File: src/rtl/video_timing_gen.sv
// video_timing_gen: raster timing generator with blanking, syncs and line/frame pulses.
// Horizontal and vertical counters advance on pixel-clock-enable cycles.
// HBLK, VBLK and oRGB describe the pixel just consumed, so they lag HPOS by one pixel.
// HSYN and VSYN are aligned with HPOS/VPOS.
// Optional macro VTG_OFFSET_LATCH_EN: sync offsets are latched once per frame.
// Without the macro, HOFFS and VOFFS act immediately.
module video_timing_gen #(
    parameter int RGB_W    = 15,
    parameter int CW       = 9,
    parameter int H_TOTAL  = 384,
    parameter int H_ACTIVE = 256,
    parameter int H_SYNC_B = 288,
    parameter int H_SYNC_W = 32,
    parameter int V_TOTAL  = 262,
    parameter int V_ACTIVE = 224,
    parameter int V_SYNC_B = 234,
    parameter int V_SYNC_W = 3,
    parameter int NARROW   = 8
) (
    input  logic             CLK,
    input  logic             RESET_N,
    input  logic             PCLK_EN,
    input  logic             H240,
    input  logic [3:0]       HOFFS,
    input  logic [3:0]       VOFFS,
    input  logic [RGB_W-1:0] iRGB,
    output logic [CW-1:0]    HPOS,
    output logic [CW-1:0]    VPOS,
    output logic [RGB_W-1:0] oRGB,
    output logic             HBLK,
    output logic             VBLK,
    output logic             HSYN,
    output logic             VSYN,
    output logic             LINE_START,
    output logic             FRAME_START
);
    // Signed width with headroom for the sync start plus or minus the offsets.
    localparam int SW = CW + 3;

    localparam logic [CW-1:0] H_LAST    = CW'(H_TOTAL - 1);
    localparam logic [CW-1:0] V_LAST    = CW'(V_TOTAL - 1);
    localparam logic [CW-1:0] H_ACT_C   = CW'(H_ACTIVE);
    localparam logic [CW-1:0] V_ACT_C   = CW'(V_ACTIVE);
    localparam logic [CW-1:0] NAR_LO    = CW'(NARROW);
    localparam logic [CW-1:0] NAR_HI    = CW'(H_ACTIVE - NARROW);

    localparam logic signed [SW-1:0] H_TOTAL_S  = SW'(H_TOTAL);
    localparam logic signed [SW-1:0] V_TOTAL_S  = SW'(V_TOTAL);
    localparam logic signed [SW-1:0] H_SYNC_B_S = SW'(H_SYNC_B);
    localparam logic signed [SW-1:0] V_SYNC_B_S = SW'(V_SYNC_B);
    localparam logic signed [SW-1:0] H_SYNC_W_S = SW'(H_SYNC_W);
    localparam logic signed [SW-1:0] V_SYNC_W_S = SW'(V_SYNC_W);

    logic [CW-1:0] hcnt, vcnt, h_nxt, v_nxt;
    logic          h_wrap;
    logic          line_start, frame_start;
    logic          hblk_nxt, vblk_nxt, hsyn_nxt, vsyn_nxt;
    logic [3:0]    hoffs_eff, voffs_eff;

    logic signed [SW-1:0] hoff_ext, hs_raw, hsb, hd;
    logic signed [SW-1:0] voff_ext, vs_raw, vsb, vd;

    assign HPOS = hcnt;
    assign VPOS = vcnt;

    // Pulses are gated by reset so nothing fires while the counters are held at zero.
    assign line_start  = RESET_N & PCLK_EN & (hcnt == '0);
    assign frame_start = line_start & (vcnt == '0);
    assign LINE_START  = line_start;
    assign FRAME_START = frame_start;

`ifdef VTG_OFFSET_LATCH_EN
    logic [3:0] hoffs_q, voffs_q;

    // Shadow offsets, captured only in the first pixel of a frame.
    always_ff @(posedge CLK or negedge RESET_N) begin
        if (!RESET_N) begin
            hoffs_q <= '0;
            voffs_q <= '0;
        end else if (frame_start) begin
            hoffs_q <= HOFFS;
            voffs_q <= VOFFS;
        end
    end

    // The capturing pixel already uses the new values.
    assign hoffs_eff = frame_start ? HOFFS : hoffs_q;
    assign voffs_eff = frame_start ? VOFFS : voffs_q;
`else
    assign hoffs_eff = HOFFS;
    assign voffs_eff = VOFFS;
`endif

    // Next counter values: hcnt wraps at H_TOTAL, vcnt steps on every line wrap.
    always_comb begin
        h_wrap = (hcnt == H_LAST);
        h_nxt  = h_wrap ? '0 : hcnt + 1'b1;
        v_nxt  = vcnt;
        if (h_wrap) begin
            v_nxt = (vcnt == V_LAST) ? '0 : vcnt + 1'b1;
        end
    end

    // Blanking decisions for the pixel currently addressed by the counters.
    always_comb begin
        hblk_nxt = (hcnt >= H_ACT_C) || (H240 && ((hcnt < NAR_LO) || (hcnt >= NAR_HI)));
        vblk_nxt = (vcnt >= V_ACT_C);
    end

    // Horizontal sync window for the next pixel, start position taken modulo H_TOTAL.
    always_comb begin
        hoff_ext = {{(SW-4){hoffs_eff[3]}}, hoffs_eff};
        hs_raw   = H_SYNC_B_S + (hoff_ext <<< 1);
        hsb      = hs_raw;
        if (hs_raw[SW-1]) begin
            hsb = hs_raw + H_TOTAL_S;
        end else if (hs_raw >= H_TOTAL_S) begin
            hsb = hs_raw - H_TOTAL_S;
        end
        hd = $signed({{(SW-CW){1'b0}}, h_nxt}) - hsb;
        if (hd[SW-1]) begin
            hd = hd + H_TOTAL_S;
        end
        hsyn_nxt = !(hd < H_SYNC_W_S);
    end

    // Vertical sync window for the next line, start position taken modulo V_TOTAL.
    always_comb begin
        voff_ext = {{(SW-4){voffs_eff[3]}}, voffs_eff};
        vs_raw   = V_SYNC_B_S + voff_ext;
        vsb      = vs_raw;
        if (vs_raw[SW-1]) begin
            vsb = vs_raw + V_TOTAL_S;
        end else if (vs_raw >= V_TOTAL_S) begin
            vsb = vs_raw - V_TOTAL_S;
        end
        vd = $signed({{(SW-CW){1'b0}}, v_nxt}) - vsb;
        if (vd[SW-1]) begin
            vd = vd + V_TOTAL_S;
        end
        vsyn_nxt = !(vd < V_SYNC_W_S);
    end

    // Counters and registered video outputs; VSYN only moves on a line wrap.
    always_ff @(posedge CLK or negedge RESET_N) begin
        if (!RESET_N) begin
            hcnt <= '0;
            vcnt <= '0;
            HBLK <= 1'b1;
            VBLK <= 1'b1;
            HSYN <= 1'b1;
            VSYN <= 1'b1;
            oRGB <= '0;
        end else if (PCLK_EN) begin
            hcnt <= h_nxt;
            vcnt <= v_nxt;
            HBLK <= hblk_nxt;
            VBLK <= vblk_nxt;
            oRGB <= (hblk_nxt || vblk_nxt) ? '0 : iRGB;
            HSYN <= hsyn_nxt;
            if (h_wrap) begin
                VSYN <= vsyn_nxt;
            end
        end
    end
endmodule

File: config.mk
export PLATFORM = sky130hd
export DESIGN_NAME = video_timing_gen
export DESIGN_NICKNAME = d
export VERILOG_FILES = /design/src/rtl/video_timing_gen.sv
export SDC_FILE = /design/constraint.sdc
export NUM_CORES = 1
export LEC_CHECK = 0
export BUFFER_PORTS_ARGS = -buffer_cell sky130_fd_sc_hd__clkbuf_2
export CAP_MARGIN = 10
export CORE_MARGIN = 3
export CORE_UTILIZATION = 49
export CTS_CLUSTER_SIZE = 12
export DETAILED_ROUTE_END_ITERATION = 8
export GPL_TIMING_DRIVEN = 0
export HOLD_SLACK_MARGIN = 0.15
export PLACE_DENSITY = 0.82
export SYNTH_ARGS = -nofsm -noshare
export SYNTH_HDL_FRONTEND = slang
export SYNTH_SLANG_ARGS = --single-unit
File: constraint.sdc
create_clock -name CLK -period 3.88 [get_ports CLK]
set_input_delay 0.194 -clock CLK [delete_from_list [all_inputs] [get_ports CLK]]
set_output_delay 0.194 -clock CLK [all_outputs]
set_load 0.02 [all_outputs]
=== After elaboration in Yosys (flattened, before gate mapping) ===
Cells that the tools add are included.

* Divide/modulo/power cells: 0
* Shift operators: 0
* Bitwise gates (word level): 3
* $lt $le $gt $ge: 8
* Add/subtract/negate cells: 12
* Multiply operators: 0
* Mux-type cells: 10
* Reduce and logical (&&, ||, !) cells: 9
* Equal/unequal tests: 2

{| class="wikitable"
|+ Operator list
! kind !! number
|-
| 12-bit 2-to-1 mux || 6
|-
| 9-bit 2-to-1 mux || 3
|-
| 12-bit by 10-bit adder with 12-bit output, second input constant || 2
|-
| 10-bit by 12-bit subtractor with 12-bit output || 2
|-
| 9-bit by 1-bit adder with 9-bit output, second input constant || 2
|-
| 9-bit == test, second input constant || 2
|-
| 9-bit by 8-bit >= comparator with 1-bit output, second input constant || 2
|-
| 9-bit logical NOT || 2
|-
| 15-bit 2-to-1 mux || 1
|-
| 11-bit by 10-bit adder with 12-bit output, second input constant || 1
|-
| 12-bit by 3-bit less-than comparator with 1-bit output, second input constant || 1
|-
| 12-bit by 7-bit less-than comparator with 1-bit output, second input constant || 1
|-
| 11-bit by 10-bit subtractor with 12-bit output, second input constant || 1
|-
| 10-bit by 10-bit adder with 11-bit output, second input constant || 1
|-
| 10-bit by 5-bit adder with 11-bit output, first input constant || 1
|-
| 11-bit by 10-bit >= comparator with 1-bit output, second input constant || 1
|-
| 10-bit by 10-bit subtractor with 11-bit output, second input constant || 1
|-
| 9-bit by 4-bit adder with 10-bit output, first input constant || 1
|-
| 10-bit >= comparator, second input constant || 1
|-
| 9-bit >= comparator, second input constant || 1
|-
| 9-bit by 4-bit less-than comparator with 1-bit output, second input constant || 1
|-
| 1-bit bitwise AND || 3
|-
| 1-bit logical OR || 3
|-
| 1-bit logical NOT || 2
|-
| 2 further kinds || 2
|}

* RAM bits: 0
* Bits of input ports: 27
* Bits in latches: 0
* Bits in registers: 37
* Output and inout port bits: 39
* Memory bits (read-only): 0
* Memories kept: 0

=== Depth between registers and ports, before layout ===
* Depth after elaboration: 9
* Gate-level depth with buffers: 19
* Gate-level depth less buffers: 19

=== Worst setup path before layout ===
OpenSTA, ideal clock, no wires.

* Path type: reg2reg
* From: reg vcnt[5], in the netlist VPOS[5]
* To: reg VSYN
* Path slack: -0.045 ns
* Path buffers: 1
* Data required time: 3.807 ns
* Cell stages (with the launch flop): 19
* Arrival time: 3.852 ns
* Period minus slack after synthesis: 3.925 ns
* Library setup time: 0.073 ns
* Cell sequence: dfrtp_1 buf_6 or4_4 nor2_4 nand2b_1 nor2_1 a21oi_1 ha_1 inv_1 fa_1 a211oi_1 nor2_1 a21oi_1 inv_1 or3_1 a41oi_2 xor2_1 nor3_1 a21oi_1

* Longest elaborated chain between the ends: 8

{| class="wikitable"
|+ Ends and longest elaborated chain
! what !! RTL line !! source
|-
| start, declared || 54 || <nowiki>logic [CW-1:0] hcnt, vcnt, h_nxt, v_nxt;</nowiki>
|-
| start signal, assigned || 156 || <nowiki>vcnt <= v_nxt;</nowiki>
|-
| 9-bit by 1-bit adder with 9-bit output / 9-bit == test (equally long branches) || 100 || <nowiki>v_nxt = (vcnt == V_LAST) ? '0 : vcnt + 1'b1;</nowiki>
|-
| 9-bit 2-to-1 mux || 100 ||
|-
| 9-bit 2-to-1 mux (*) || 99 || <nowiki>if (h_wrap) begin</nowiki>
|-
| 10-bit by 12-bit subtractor with 12-bit output (*) || 137 || <nowiki>vd = $signed({{(SW-CW){1'b0}}, v_nxt}) - vsb;</nowiki>
|-
| 12-bit by 10-bit adder with 12-bit output || 139 || <nowiki>vd = vd + V_TOTAL_S;</nowiki>
|-
| 12-bit 2-to-1 mux (*) || 138 || <nowiki>if (vd[SW-1]) begin</nowiki>
|-
| 12-bit by 3-bit less-than comparator with 1-bit output (*) || 141 || <nowiki>vsyn_nxt = !(vd < V_SYNC_W_S);</nowiki>
|-
| 1-bit logical NOT (*) || 141 ||
|-
| end signal, assigned || 162 || <nowiki>VSYN <= vsyn_nxt;</nowiki>
|-
| end, declared || 33 || <nowiki>output logic VSYN,</nowiki>
|}

Mark *: on every way between the ends. The rest lies on a longest branch, timed or not.
A chain may end at the register's enable or synchronous reset.

=== Worst setup path in the final report ===
* From: reg vcnt[5], in the netlist VPOS[5]
* To: reg VSYN

* Longest elaborated chain between the ends: 8

{| class="wikitable"
|+ Ends and longest elaborated chain
! what !! RTL line
|-
| 9-bit == test (*) || 100
|-
| 9-bit 2-to-1 mux (*) || 100
|-
| 9-bit 2-to-1 mux (*) || 99
|-
| via v_nxt[4] || 54
|-
| 10-bit by 12-bit subtractor with 12-bit output (*) || 137
|-
| 12-bit by 10-bit adder with 12-bit output || 139
|-
| 12-bit 2-to-1 mux (*) || 138
|-
| 12-bit by 3-bit less-than comparator with 1-bit output (*) || 141
|-
| 1-bit logical NOT (*) || 141
|}

Mark *: on every way through the listed nets, which the timed path passes. The rest lies on a longest branch.

==> results.txt <==
Cell area after layout: 3690 sq um
Register bit total from synthesis: 37
CP Cell Sequence: buf_6 -> or4_4 -> nor2_4 -> buf_6 -> and2b_1 -> o21ai_0 -> o31ai_1 -> ha_2 -> nand3_1 -> a21oi_1 -> a211oi_4 -> buf_12 -> xor2_4 -> nor4_1 -> o21ai_0 -> a31oi_1 -> a21oi_1
Reg2reg setup slack: 0.11 ns
Initial DRC count: 195
H-tree depth: 2
Avg Inst Size Synth: 8.58 sq um
Yosys warns: 0
Yosys top cell area share: 0.298
Reg-to-reg critical path endpoint: VSYN$_DFFE_PN1P_
CTS Sinks: 37
Nets: 468
All-Layer GR Usage: 0.222
FF+latch area: 933 sq um
Hold Vio Cnt, Final: 0
Ys async rst share: 1.00
Final ANT Viol Nets: 0
Number of cell rows: 26
Syn Nets: 368
Largest area contributor in the netlist: dfrtp_1
Number of synthesized flops with an enable pin: 0
Drt pass-1 iters: 4
Crit. Startpoint: VPOS[5]$_DFFE_PN0P_
Post-detailed-routing wire length: 7380 um
Max stage delay cell, worst path: or4_4
Max Cap Viol: 0
Total die area: 6590 sq um
Max-slew violation count: 0
Die H: 81.2 um
GRT overflow: 0
Clock transition at the registers of the reported paths: 0.07 ns
Hold crit path type: input port to flop
Num ports: 66
Setup violators final: 0
Via count: 2694
Worst Path Required: 4.09 ns
Via-to-Cell Ratio: 5.45
First-pass GRT wire length: 11500 um
Multi-input gate area: 1760 sq um
WHS: 0.298 ns
Post-Syn Area: 2770 sq um
Buffers on Ports: 65
Synth top area cells: dfrtp_1, ha_1, o21ai_0
Clk Tree Root Cell: clkbuf_8
Die X: 81.2 um
Post-synth top flop: dfrtp_1
# diodes: 0
Cell Pwr Density: 378 nW/um^2
Clock Skew: 0.0109 ns
Setup crit end: VSYN$_DFFE_PN1P_
Startpoint Class: flop
Crit end category: flop
Largest stage delay, worst path: 0.52 ns
P_leak: 1.63 nW
Vias in the first global route: 2543
Share of layout cells above drive strength 1: 0.323
Synth cell types: 59
Final worst slack: 0.111 ns
Antenna violations before repair: 0
Crit Path Class: flop to flop
Critical Path AT: 3.98 ns
Tmin final: 3.77 ns
Total CTS buffers: 5
Worst Path Max Fanout: 8
Clock buffer depth: 2
Slew @ Worst Pin: 0.936 ns
Launch point of the worst reg-to-reg path: VPOS[5]$_DFFE_PN0P_
Area grow syn2layout: 33.1%
Commonest cells in the netlist: o21ai_0, nand2_1, dfrtp_1, inv_1, nor2_1
Initial Util: 0.523
CTS tree: yes
Post-Place Cell Area: 3190 sq um
Core footprint: 5300 sq um
Seq/Total Area, Yosys: 0.336
Status: finished, final reports clean
Routed length per instance: 14.9 um
Slew margin rel.: 0.376
Final Cycle Share: 0.971
Fill cells: 391
Largest net degree at the start of global routing: 39
Worst skew pair latency: 0.29 ns
Syn Inst Count: 323
Maximum vdd drop: 0.315 mV
Setup slack after placement: -0.241 ns
Gpl congestion: 0.847
Post-DP HPWL: 5020 um
Reg2Reg Depth: 17
Drc violations: 0
Most common cell in the netlist: o21ai_0
FMAX: 265 MHz
how the worst min path moves through the flow:
stage	startpoint	endpoint	slack, ns	cells after the start
after floorplan	RESET_N	HPOS[0]$_DFFE_PN0P_	-0.10	0
after global placement	RESET_N	HPOS[2]$_DFFE_PN0P_	0.37	1
after detailed placement	RESET_N	oRGB[13]$_DFFE_PN0P_	0.37	1
after CTS	H240	HBLK$_DFFE_PN1P_	0.29	4
after global routing	H240	HBLK$_DFFE_PN1P_	0.32	4
final	H240	HBLK$_DFFE_PN1P_	0.30	4
final cells by class:
class                   count  area share
multi-input cells         244       0.477
flip-flops and latches     37       0.253
repair buffers             94       0.162
inverters                  31      0.0315
well taps                  70      0.0237
clock buffers               5      0.0187
clock inverters             3      0.0176
plain buffers              10      0.0159
stage by stage:
step                      power [W]  utilization  TNS [ns]  cells
final                       0.00140        0.696         0    494
after global routing        0.00149        0.696    -0.117    494
after CTS                   0.00138        0.664         0    485
after detailed placement   0.000966        0.601    -0.241    458
after global placement     0.000938        0.601    -0.197    458
after floorplan            0.000827            -         0    323
timing repair:
action,CTS,global route
pin swaps,3,18
endpoints found under the setup margin,1,2
resized for setup,3,22
endpoints found under the hold margin,48,0
buffers inserted,3,10
hold buffers,16,0
flip-flops by register name, summed over array words and instances, names as in the netlist:
name,count
HBLK,1
HPOS,9
HSYN,1
VBLK,1
VPOS,9
VSYN,1
oRGB,15
where the power goes:
part / internal, W / switching, W / total [W]
Clock: 0.000255 / 0.000137 / 0.000392
Sequential: 0.000425 / 0.0000588 / 0.000483
Combinational: 0.000222 / 0.000298 / 0.000520
Total: 0.000902 / 0.000494 / 0.00140
placed cells by master, fill, tap and decap left out, types with 3 or more instances in the layout:
cell type	count
a21oi_2	3
a31oi_1	4
clkbuf_2	65
clkbuf_1	4
dfrtp_1	31
a21oi_1	8
nor3_1	3
or3_1	5
o31ai_1	5
xnor2_1	12
dfstp_2	4
dlygate4sd3_1	16
mux2_2	6
o21ai_0	36
nand2_1	34
buf_6	3
nor4_1	4
nor2_1	28
clkbuf_8	5
ha_1	14
nand3_1	12
nor3_2	4
inv_1	30
xor2_1	7
buf_4	12
o21a_1	3
routing by layer:
layer	routed length (um)	vias up	track usage
met5	0	-	0
met4	123	0	0.0608
met3	464	12	0.0388
met2	3650	104	0.397
met1	3140	1251	0.274
li1	-	1327	-
logic make-up (layout without fill, tap and decap cells):
family,Yosys count,after routing,synth area share
AOI/OAI and AO/OA,76,76,0.180
xor gates and xnor gates,22,22,0.0763
adders and majority gates,18,18,0.0840
buffers and inverters,42,143,0.0646
DFF,37,37,0.336
muxes,7,7,0.0280
and+or+nand+nor,121,121,0.232
critical path, delay by kind of cell, from the launching register on:
| family | cells | cell delay [ns] |
|---|---|---|
| xor gates and xnor gates | 1 | 0.18 |
| buffers and inverters | 3 | 0.42 |
| AOI/OAI and AO/OA | 7 | 1.09 |
| and+or+nand+nor | 5 | 1.21 |
| DFF | 1 | 0.39 |
| adders and majority gates | 1 | 0.41 |
(Power assumes the default switching activity.)
